===== src/rtl/shared_reg_arb_pkg.sv =====
// Shared types and helpers for the round-robin shared-register arbiter.
// Holds FSM encodings, hold-counter width and the rotating priority pick.
package shared_reg_arb_pkg;

   typedef enum logic [1:0] {
      ST_IDLE  = 2'd0,
      ST_GRANT = 2'd1,
      ST_HOLD  = 2'd2
   } state_t;

   localparam int CNT_W   = 4;
   localparam int MAX_REQ = 8;

   // First set request strictly after 'last', wrapping modulo n.
   function automatic logic [2:0] rr_pick(input logic [MAX_REQ-1:0] req,
                                          input logic [2:0]         last,
                                          input int                 n);
      logic [2:0] pick;
      logic       found;
      int         idx;
      pick  = '0;
      found = 1'b0;
      for (int i = 1; i <= MAX_REQ; i++) begin
         if (i <= n) begin
            idx = (int'(last) + i) % n;
            if (!found && req[idx]) begin
               pick  = 3'(idx);
               found = 1'b1;
            end
         end
      end
      return pick;
   endfunction

endpackage


===== src/rtl/reg_cell.sv =====
// WIDTH-bit register with complementary outputs; qn resets to all ones.
// Latency: one clock from en/d to q/qn. No backpressure.
module reg_cell #(
   parameter int WIDTH = 8
) (
   input  logic             clk,
   input  logic             rst,
   input  logic             en,
   input  logic [WIDTH-1:0] d,
   output logic [WIDTH-1:0] q,
   output logic [WIDTH-1:0] qn
);

   always_ff @(posedge clk) begin
      if (rst) begin
         q  <= '0;
         qn <= '1;
      end else if (en) begin
         q  <= d;
         qn <= ~d;
      end
   end

endmodule


===== src/rtl/shared_reg_arbiter.sv =====
// Round-robin arbiter sharing one register among N_REQ level requesters.
// Latency: grant 1 cycle after req seen in IDLE, write+ack 1 cycle later;
// backpressure: requesters hold req until served, nothing is latched here.
module shared_reg_arbiter
   import shared_reg_arb_pkg::*;
#(
   parameter int N_REQ       = 4,
   parameter int WIDTH       = 8,
   parameter int HOLD_CYCLES = 2
) (
   input  logic                     clk,
   input  logic                     rst,
   input  logic [N_REQ-1:0]         req,
   input  logic [N_REQ*WIDTH-1:0]   wdata,
   output logic [N_REQ-1:0]         grant,
   output logic [N_REQ-1:0]         ack,
   output logic [$clog2(N_REQ)-1:0] owner,
   output logic                     busy,
   output logic [WIDTH-1:0]         q,
   output logic [WIDTH-1:0]         qn
);

   localparam int OW = $clog2(N_REQ);

   state_t           state;
   logic [OW-1:0]    last;
   logic [CNT_W-1:0] hold_cnt;
   logic [2:0]       pick;
   logic             wr_en;
   logic [WIDTH-1:0] wr_dat;

   always_comb begin
      pick   = rr_pick(8'(req), 3'(last), N_REQ);
      wr_en  = (state == ST_GRANT) && req[owner];
      wr_dat = wdata[owner*WIDTH +: WIDTH];
   end

   always_ff @(posedge clk) begin
      if (rst) begin
         state    <= ST_IDLE;
         grant    <= '0;
         ack      <= '0;
         busy     <= 1'b0;
         owner    <= '0;
         last     <= OW'(N_REQ - 1);
         hold_cnt <= '0;
      end else begin
         ack <= '0;
         case (state)
            ST_IDLE: begin
               if (|req) begin
                  grant <= N_REQ'(1) << pick;
                  owner <= OW'(pick);
                  last  <= OW'(pick);
                  busy  <= 1'b1;
                  state <= ST_GRANT;
               end
            end
            ST_GRANT: begin
               // A dropped request aborts; the pointer keeps the aborted index.
               if (req[owner]) begin
                  ack <= grant;
                  if (HOLD_CYCLES == 0) begin
                     grant <= '0;
                     busy  <= 1'b0;
                     state <= ST_IDLE;
                  end else begin
                     hold_cnt <= CNT_W'(HOLD_CYCLES - 1);
                     state    <= ST_HOLD;
                  end
               end else begin
                  grant <= '0;
                  busy  <= 1'b0;
                  state <= ST_IDLE;
               end
            end
            ST_HOLD: begin
               if (hold_cnt == '0) begin
                  grant <= '0;
                  busy  <= 1'b0;
                  state <= ST_IDLE;
               end else begin
                  hold_cnt <= hold_cnt - 1'b1;
               end
            end
            default: begin
               grant <= '0;
               busy  <= 1'b0;
               state <= ST_IDLE;
            end
         endcase
      end
   end

   reg_cell #(.WIDTH(WIDTH)) u_shared_reg (
      .clk (clk),
      .rst (rst),
      .en  (wr_en),
      .d   (wr_dat),
      .q   (q),
      .qn  (qn)
   );

endmodule


===== config.mk =====
export PLATFORM = sky130hd
export DESIGN_NAME = shared_reg_arbiter
export DESIGN_NICKNAME = d
export VERILOG_FILES = /design/src/rtl/shared_reg_arb_pkg.sv /design/src/rtl/reg_cell.sv /design/src/rtl/shared_reg_arbiter.sv
export SDC_FILE = /design/constraint.sdc
export NUM_CORES = 1
export LEC_CHECK = 0
export CORE_MARGIN = 2
export CORE_UTILIZATION = 40
export CTS_BUF_LIST = sky130_fd_sc_hd__clkbuf_16
export CTS_CLUSTER_SIZE = 25
export DETAILED_ROUTE_END_ITERATION = 8
export PLACE_DENSITY = 0.75
export RECOVER_POWER = 100
export SYNTH_ARGS = -nofsm -noshare
export SYNTH_HDL_FRONTEND = slang
export SYNTH_SLANG_ARGS = --single-unit

===== constraint.sdc =====
create_clock -name clk -period 2.4 [get_ports clk]
set_input_delay 0.72 -clock clk [delete_from_list [all_inputs] [get_ports clk]]
set_output_delay 0.72 -clock clk [all_outputs]
set_load 0.005 [all_outputs]

==> run summary, run 1 <==
OUTCOME
------------------------------------------------------------------------------
Status .......................................................... complete, no violations

POWER
------------------------------------------------------------------------------
Switch Pwr ......................................................       447 µW
Portion of total power attributed to sequential cells ...........        0.390
Switching share of power ........................................        0.262
Power per standard cell area ....................................   667 nW/µm²
Leakage component of the power ..................................      1.05 nW
Power share of the combinational group ..........................        0.258
Cell Int Power ..................................................      1.26 mW
Total Power Consumption .........................................      1.71 mW
Maximum resistive drop on vdd ...................................     0.425 mV
Clock group share of total power ................................        0.353

TIMING
------------------------------------------------------------------------------
Final critical path time including I/O delays and setup .........      2.20 ns
Total negative slack for setup checks ...........................         0 ns
Final worst setup slack .........................................     0.202 ns
Slew at the pin with the worst max-slew slack ...................     0.437 ns
Final worst hold slack ..........................................     0.473 ns
Unrepaired setup endpoints after global routing .................        false
Hold Vio Cnt, Final .............................................            0
Final max-slew violation count ..................................            0
Max Clock Freq ..................................................    0.455 GHz
Final setup vio count ...........................................            0
Share of the clock period used by the worst path after layout ...        0.916
Clock Skew ......................................................   0.00384 ns
Worst slew margin relative to its limit .........................        0.708

CRITICAL PATH
------------------------------------------------------------------------------
Slack of the worst reg-to-reg path ..............................      0.48 ns
Worst flop-to-flop path startpoint .............................. hold_cnt[0]$_SDFFE_PP0P_
Critical R2R Capture ............................................ grant[1]$_SDFFE_PP0P_
Data arrival time of the worst path .............................      2.36 ns
WP buf/inv ......................................................            1
Highest-delay cell along the critical path ...................... sky130_fd_sc_hd__mux4_2
Worst-case reg-to-reg path depth ................................            6
Worst Path Class, Setup .........................................    in -> reg
Type of element capturing the critical path .....................    flip-flop
Endpoint required time on the critical path .....................      2.56 ns
Critical path fanouts, max ......................................            4
Critical path launch point type .................................    input pin
Slowest cell delay on critical path .............................      0.52 ns
Cell Chain, Critical Path ....................................... clkdlybuf4s50_1 > mux4_2 > o21a_1 > and2_0 > a32oi_1 > nor2_1
Dominant delay contributor by cell family on the critical path .. multiplexers

FLOORPLANNING
------------------------------------------------------------------------------
Number of core rows .............................................           23
Die Footprint ...................................................     4610 µm²
CORE AREA .......................................................     3970 µm²
Overall die width ...............................................      67.9 µm
Top-level port count ............................................           65
Initial core utilization ........................................        0.411
Vertical die dimension ..........................................      67.9 µm

FINISH
------------------------------------------------------------------------------
Final cell area excluding filler cells ..........................     2560 µm²
Area growth, synth to finish ....................................        56.7%
Filler cells ....................................................          334
Final nets ......................................................          300
N_diodes ........................................................            0
Fraction of final layout cells sized beyond drive strength 1 ....        0.131

SYNTH
------------------------------------------------------------------------------
Prevailing post-synth register cell ............................. sky130_fd_sc_hd__dfxtp_1
Yosys synthesis warning count ...................................            0
Number of enable-type register cells in the synthesized netlist .            0
Synth Register Bits .............................................           35
FFs w/ async S/R, synth .........................................            0
Distinct cell type count of the synthesized netlist .............           35
Number of nets produced by synthesis ............................          219
Summed instance area of the synthesized netlist .................     1630 µm²
Seq/Total Area, Yosys ...........................................        0.429
Synthesized netlist cell count ..................................          177
Mean instance size in the synthesized netlist ...................     9.22 µm²

CTS
------------------------------------------------------------------------------
Clock buffer count from CTS .....................................            5
Reg clk slew, reported paths ....................................      0.05 ns
H-tree depth ....................................................            2
Number of buffers on the longest clock path .....................            2
Post-CTS setup buffer count .....................................            0
Post-CTS Resized ................................................            0
Clock insertion delay at the later pin of the skew report .......      0.27 ns
Quantity of hold-fixing buffers added after cts .................            0
Clock root buffer master ........................................ sky130_fd_sc_hd__clkbuf_16
Number of sinks handled by clock tree synthesis .................           35
Clock tree from TritonCTS .......................................          yes

PLACE
------------------------------------------------------------------------------
Dpl hpwl ........................................................      3300 µm
Placement Setup Slack ...........................................   -0.0389 ns
Global placer's final weighted congestion .......................        0.811
Post-DP Area ....................................................     2430 µm²
Number of I/O port buffers ......................................           64

DRT
------------------------------------------------------------------------------
Routed Antenna Nets .............................................            0
DRT Pass-1 Iters ................................................            4
Number of vias after detailed routing ...........................         1608
Mean number of vias per cell ....................................         5.20
Wire per inst ...................................................      13.8 µm
Remaining DRCs ..................................................            0
Detailed router's first-iteration violation count ...............          169
Total Routed Length .............................................      4250 µm

GLOBAL ROUTING
------------------------------------------------------------------------------
Overall global routing resource usage ...........................        0.197
Largest net degree at the start of global routing ...............           22
Via count of the first global-routing pass ......................         1433
Initial antenna violation count .................................            0
Overflow left after global routing ..............................            0
Global-route wire length before repair ..........................      6710 µm

WORST HOLD PATH
------------------------------------------------------------------------------
Worst Hold Path EP .............................................. ack[0]$_SDFF_PP0_
Hold Crit Start ................................................. grant[0]$_SDFFE_PP0P_
Class of the tightest hold or removal check .....................   reg -> reg
Cell depth of the worst min-delay path ..........................            2

RUN
------------------------------------------------------------------------------
Max-Cap Viols ...................................................            0

## cell usage in the layout, fill, tap and decap left out, types with 5 or more instances in the layout
cell,count
sky130_fd_sc_hd__mux4_2,9
sky130_fd_sc_hd__and3_1,10
sky130_fd_sc_hd__buf_4,13
sky130_fd_sc_hd__dlygate4sd3_1,27
sky130_fd_sc_hd__clkbuf_16,5
sky130_fd_sc_hd__inv_1,9
sky130_fd_sc_hd__a21oi_1,18
sky130_fd_sc_hd__o21ai_0,11
sky130_fd_sc_hd__dfxtp_1,35
sky130_fd_sc_hd__nand2_1,10
sky130_fd_sc_hd__nand2b_1,5
sky130_fd_sc_hd__clkdlybuf4s50_1,37
sky130_fd_sc_hd__nor2_1,29
## worst max path at each step
stage,start,end,cells after the start
5_1_grt,req[3],hold_cnt[0]$_SDFFE_PP0P_,5
4_1_cts,req[0],grant[1]$_SDFFE_PP0P_,7
6_report,req[3],hold_cnt[2]$_SDFFE_PP0P_,6
3_5_place_dp,req[0],grant[1]$_SDFFE_PP0P_,7
3_3_place_gp,req[0],hold_cnt[2]$_SDFFE_PP0P_,6
2_1_floorplan,req[3],state[1]$_SDFFE_PP0P_,6
## power groups by stage
stage               clock network (mW)  registers [mW]  logic (mW)
finish                           0.602           0.665       0.440
global route                     0.635           0.672       0.486
CTS                              0.613           0.667       0.463
detailed placement                   0           0.678       0.459
global placement                     0           0.677       0.451
floorplan                            0           0.675       0.234
## cell type report
cell class / count / area (µm²) / share of cell area
multi-input cells: 125 / 848 / 0.332
well taps: 50 / 62.6 / 0.0244
clock inverters: 3 / 16.3 / 0.00636
clock buffers: 5 / 125 / 0.0489
flip-flops and latches: 35 / 701 / 0.274
repair buffers: 83 / 776 / 0.303
inverters: 8 / 30.0 / 0.0117
## layer usage
layer  GRT usage  vias up  wire length [µm]
li1            -      796                 -
met5           0        -                 0
met3      0.0444        2               211
met4      0.0825        0                41
met1       0.245      754              1790
met2       0.330       56              2210
## synthesized netlist by cell type (3+ instances only)
master                     count  area [µm²]
sky130_fd_sc_hd__clkbuf_1      4        15.0
sky130_fd_sc_hd__dfxtp_1      35         701
sky130_fd_sc_hd__a21oi_1      18        90.1
sky130_fd_sc_hd__nor3_1        4        20.0
sky130_fd_sc_hd__nand2b_1      5        31.3
sky130_fd_sc_hd__o22ai_1       3        18.8
sky130_fd_sc_hd__mux4_2        9         203
sky130_fd_sc_hd__and3_1       10        62.6
sky130_fd_sc_hd__nor2_1       29         109
sky130_fd_sc_hd__nand2_1      10        37.5
sky130_fd_sc_hd__ha_1          4        50.1
sky130_fd_sc_hd__inv_1         8        30.0
sky130_fd_sc_hd__o21ai_0      11        55.1
## flip-flops by register name (all words and copies together), names as in the netlist
| name | cells |
|---|---|
| u_shared_reg.q | 8 |
| u_shared_reg.qn | 8 |
| ack | 4 |
| grant | 4 |
| hold_cnt | 4 |
| last | 2 |
| owner | 2 |
| state | 2 |
| busy | 1 |
## tightest hold or removal path: cells and delay by family (launching register included)
family	cells	cell delay, ns
flops	1	0.31
simple gates	2	0.12
## metrics by stage
step,utilization,instances
final,0.644,309
after global routing,0.644,309
after CTS,0.647,309
after detailed placement,0.611,301
after global placement,0.611,301
after floorplan,-,177
## kinds of logic (layout without fill, tap and decap cells)
logic type,Yosys count,count (layout),share of synthesized area
fa+ha+maj,4,4,0.0307
simple gates,68,68,0.205
flops,35,35,0.429
compound gates,43,43,0.155
buf+inv,17,99,0.0498
mux,10,10,0.130
(Power assumes the default switching activity.)
==> inputs of run 2 (changes only) <==
--- a/config.mk
+++ b/config.mk
@@ -7,7 +7,6 @@
 export LEC_CHECK = 0
 export CORE_MARGIN = 2
 export CORE_UTILIZATION = 40
-export CTS_BUF_LIST = sky130_fd_sc_hd__clkbuf_16
 export CTS_CLUSTER_SIZE = 25
 export DETAILED_ROUTE_END_ITERATION = 8
 export PLACE_DENSITY = 0.75
@@ -15,3 +14,4 @@
 export SYNTH_ARGS = -nofsm -noshare
 export SYNTH_HDL_FRONTEND = slang
 export SYNTH_SLANG_ARGS = --single-unit
+export TNS_END_PERCENT = 50
==> run 2 against run 1 <==
Design area decreased by 2.3%. Sequential power about the same. Die area unchanged. Wire length decreased by 2.3%. Clock power decreased by 34%.
==> run summary, run 2 (synthesized netlist as in run 1, its figures left out) <==
TIMING
----------------------------------------------------------------------------
Final max-slew violation count ................................            0   unchanged
Max Clock Freq ................................................    0.448 GHz   was 0.455 GHz
Unrepaired setup endpoints after global routing ...............        false   unchanged
Worst slew margin relative to its limit .......................        0.581   was 0.708
Final critical path time including I/O delays and setup .......      2.23 ns   was 2.20 ns
Final setup vio count .........................................            0   unchanged
Hold Vio Cnt, Final ...........................................            0   unchanged
Share of the clock period used by the worst path after layout .        0.929   was 0.916
Slew at the pin with the worst max-slew slack .................     0.627 ns   was 0.437 ns
Clock Skew ....................................................   0.00797 ns   was 0.00384 ns

CTS
----------------------------------------------------------------------------
Clock root buffer master ...................................... sky130_fd_sc_hd__clkbuf_8   was sky130_fd_sc_hd__clkbuf_16
Clock buffer count from CTS ...................................            5   unchanged
Clock tree from TritonCTS .....................................          yes   unchanged
Post-CTS setup buffer count ...................................            0   unchanged
Clock insertion delay at the later pin of the skew report .....      0.28 ns   was 0.27 ns
Post-CTS Resized ..............................................            0   unchanged
Number of buffers on the longest clock path ...................            2   unchanged
Reg clk slew, reported paths ..................................      0.07 ns   was 0.05 ns
Number of sinks handled by clock tree synthesis ...............           35   unchanged
Quantity of hold-fixing buffers added after cts ...............            0   unchanged
H-tree depth ..................................................            2   unchanged

DRT
----------------------------------------------------------------------------
DRT Pass-1 Iters ..............................................            4   unchanged
Total Routed Length ...........................................      4160 µm   was 4250 µm
Mean number of vias per cell ..................................         5.20   about the same
Routed Antenna Nets ...........................................            0   unchanged
Wire per inst .................................................      13.4 µm   was 13.8 µm
Detailed router's first-iteration violation count .............          129   was 169
Number of vias after detailed routing .........................         1607   was 1608
Remaining DRCs ................................................            0   unchanged

OUTCOME
----------------------------------------------------------------------------
Status ........................................................ complete, no violations   unchanged

POWER
----------------------------------------------------------------------------
Switch Pwr ....................................................       419 µW   was 447 µW
Power share of the combinational group ........................        0.291   was 0.258
Clock group share of total power ..............................        0.267   was 0.353
Switching share of power ......................................        0.279   was 0.262
Portion of total power attributed to sequential cells .........        0.442   was 0.390
Maximum resistive drop on vdd .................................     0.321 mV   was 0.425 mV
Cell Int Power ................................................      1.08 mW   was 1.26 mW
Total Power Consumption .......................................      1.50 mW   was 1.71 mW
Power per standard cell area ..................................   601 nW/µm²   was 667 nW/µm²
Leakage component of the power ................................      1.02 nW   was 1.05 nW

FLOORPLANNING
----------------------------------------------------------------------------
CORE AREA .....................................................     3970 µm²   unchanged
Initial core utilization ......................................        0.411   unchanged
Top-level port count ..........................................           65   unchanged
Number of core rows ...........................................           23   unchanged
Die Footprint .................................................     4610 µm²   unchanged
Overall die width .............................................      67.9 µm   unchanged
Vertical die dimension ........................................      67.9 µm   unchanged

FINISH
----------------------------------------------------------------------------
Fraction of final layout cells sized beyond drive strength 1 ..        0.127   was 0.131
Final cell area excluding filler cells ........................     2500 µm²   was 2560 µm²
Sequential cell area ..........................................      701 µm²   unchanged
Filler cells ..................................................          351   was 334
N_diodes ......................................................            0   unchanged
Commonest cells after routing, fill and taps aside ............ 37 x sky130_fd_sc_hd__clkdlybuf4s50_1, 35 x sky130_fd_sc_hd__dfxtp_1, 29 x sky130_fd_sc_hd__nor2_1   unchanged
Registers with the most flip-flops ............................ u_shared_reg.q x8, u_shared_reg.qn x8   unchanged
Final nets ....................................................          300   unchanged
Footprint of the multi-input gates ............................      848 µm²   unchanged
Most common library cell in the layout ignoring fill and taps . sky130_fd_sc_hd__clkdlybuf4s50_1   unchanged
Area growth, synth to finish ..................................        53.0%   was 56.7%

CRITICAL PATH
----------------------------------------------------------------------------
Worst flop-to-flop path startpoint ............................ hold_cnt[0]$_SDFFE_PP0P_   unchanged
Critical path launch point ....................................       req[0]   was req[3]
Critical path fanouts, max ....................................           11   was 4
Type of element capturing the critical path ...................    flip-flop   unchanged
Data arrival time of the worst path ...........................      2.40 ns   was 2.36 ns
Critical path launch point type ...............................    input pin   unchanged
Worst Path Class, Setup .......................................    in -> reg   unchanged
Endpoint required time on the critical path ...................      2.57 ns   was 2.56 ns

GLOBAL ROUTING
----------------------------------------------------------------------------
Overflow left after global routing ............................            0   unchanged
Largest net degree at the start of global routing .............           22   unchanged
Overall global routing resource usage .........................        0.197   about the same
Global-route wire length before repair ........................      6730 µm   was 6710 µm
Initial antenna violation count ...............................            0   unchanged
Top Usage Layer GRT ...........................................         met2   unchanged
Via count of the first global-routing pass ....................         1468   was 1433
Met3 layer usage reported by global route .....................       0.0559   was 0.0444
GR Layer Usage met2 ...........................................        0.337   was 0.330
Met1 track utilization from global routing ....................        0.242   was 0.245

WORST HOLD PATH
----------------------------------------------------------------------------
Hold Crit Start ............................................... last[0]$_SDFFE_PP1P_   was grant[0]$_SDFFE_PP0P_
Class of the tightest hold or removal check ...................   reg -> reg   unchanged

RUN
----------------------------------------------------------------------------
Max-Cap Viols .................................................            0   unchanged

PLACE
----------------------------------------------------------------------------
Global placer's final weighted congestion .....................        0.811   unchanged
Dpl hpwl ......................................................      3300 µm   unchanged
Number of I/O port buffers ....................................           64   unchanged
Post-DP Area ..................................................     2430 µm²   unchanged

-- run 2: worst max-delay path: stages --
cell                              delay, ns
sky130_fd_sc_hd__clkdlybuf4s50_1       0.46
sky130_fd_sc_hd__mux4_2                0.51
sky130_fd_sc_hd__and2_0                0.40
sky130_fd_sc_hd__a21oi_1               0.25
sky130_fd_sc_hd__nor2_1                0.06
-- run 2: power groups by stage --
stage | Clock, mW | Combinational (mW) | Sequential [mW]
after floorplan | 0 | 0.234 | 0.675
after global routing | 0.440 | 0.485 | 0.671
after detailed placement | 0 | 0.459 | 0.678
after global placement | 0 | 0.451 | 0.677
after CTS | 0.411 | 0.463 | 0.666
final | 0.400 | 0.437 | 0.664
-- run 2: layer usage --
| layer | wire length, µm | vias up | share of wire |
|---|---|---|---|
| met5 | 0 | - | 0 |
| met4 | 55 | 0 | 0.013 |
| met3 | 175 | 4 | 0.042 |
| met2 | 2140 | 53 | 0.51 |
| met1 | 1790 | 749 | 0.43 |
| li1 | - | 801 | - |
-- run 2: worst paths after layout --
check | end | slack [ns] | cells past startpoint
max | state[1]$_SDFFE_PP0P_ | 0.17 | 5
min | last[0]$_SDFFE_PP1P_ | 0.48 | 2
max reg2reg | grant[1]$_SDFFE_PP0P_ | 0.46 | 6
min reg2reg | last[0]$_SDFFE_PP1P_ | 0.48 | 2
-- run 2: cell type report --
cell class / count / share of cell area
multi-input cells: 125 / 0.340
repair buffers: 83 / 0.309
flip-flops and latches: 35 / 0.280
clock buffers: 6 / 0.0290
well taps: 50 / 0.0250
inverters: 8 / 0.0120
clock inverters: 2 / 0.00501
-- run 2: metrics by stage --
stage | utilization | worst slack, ns | hold slack [ns] | setup TNS, ns | cells
2_1_floorplan | - | 0.453 | 0.443 | 0 | 177
3_3_place_gp | 0.611 | -0.00440 | 0.456 | -0.00440 | 301
3_5_place_dp | 0.611 | -0.0389 | 0.462 | -0.0912 | 301
4_1_cts | 0.633 | 0.246 | 0.479 | 0 | 309
5_1_grt | 0.629 | 0.0705 | 0.508 | 0 | 309
6_report | 0.629 | 0.170 | 0.475 | 0 | 309
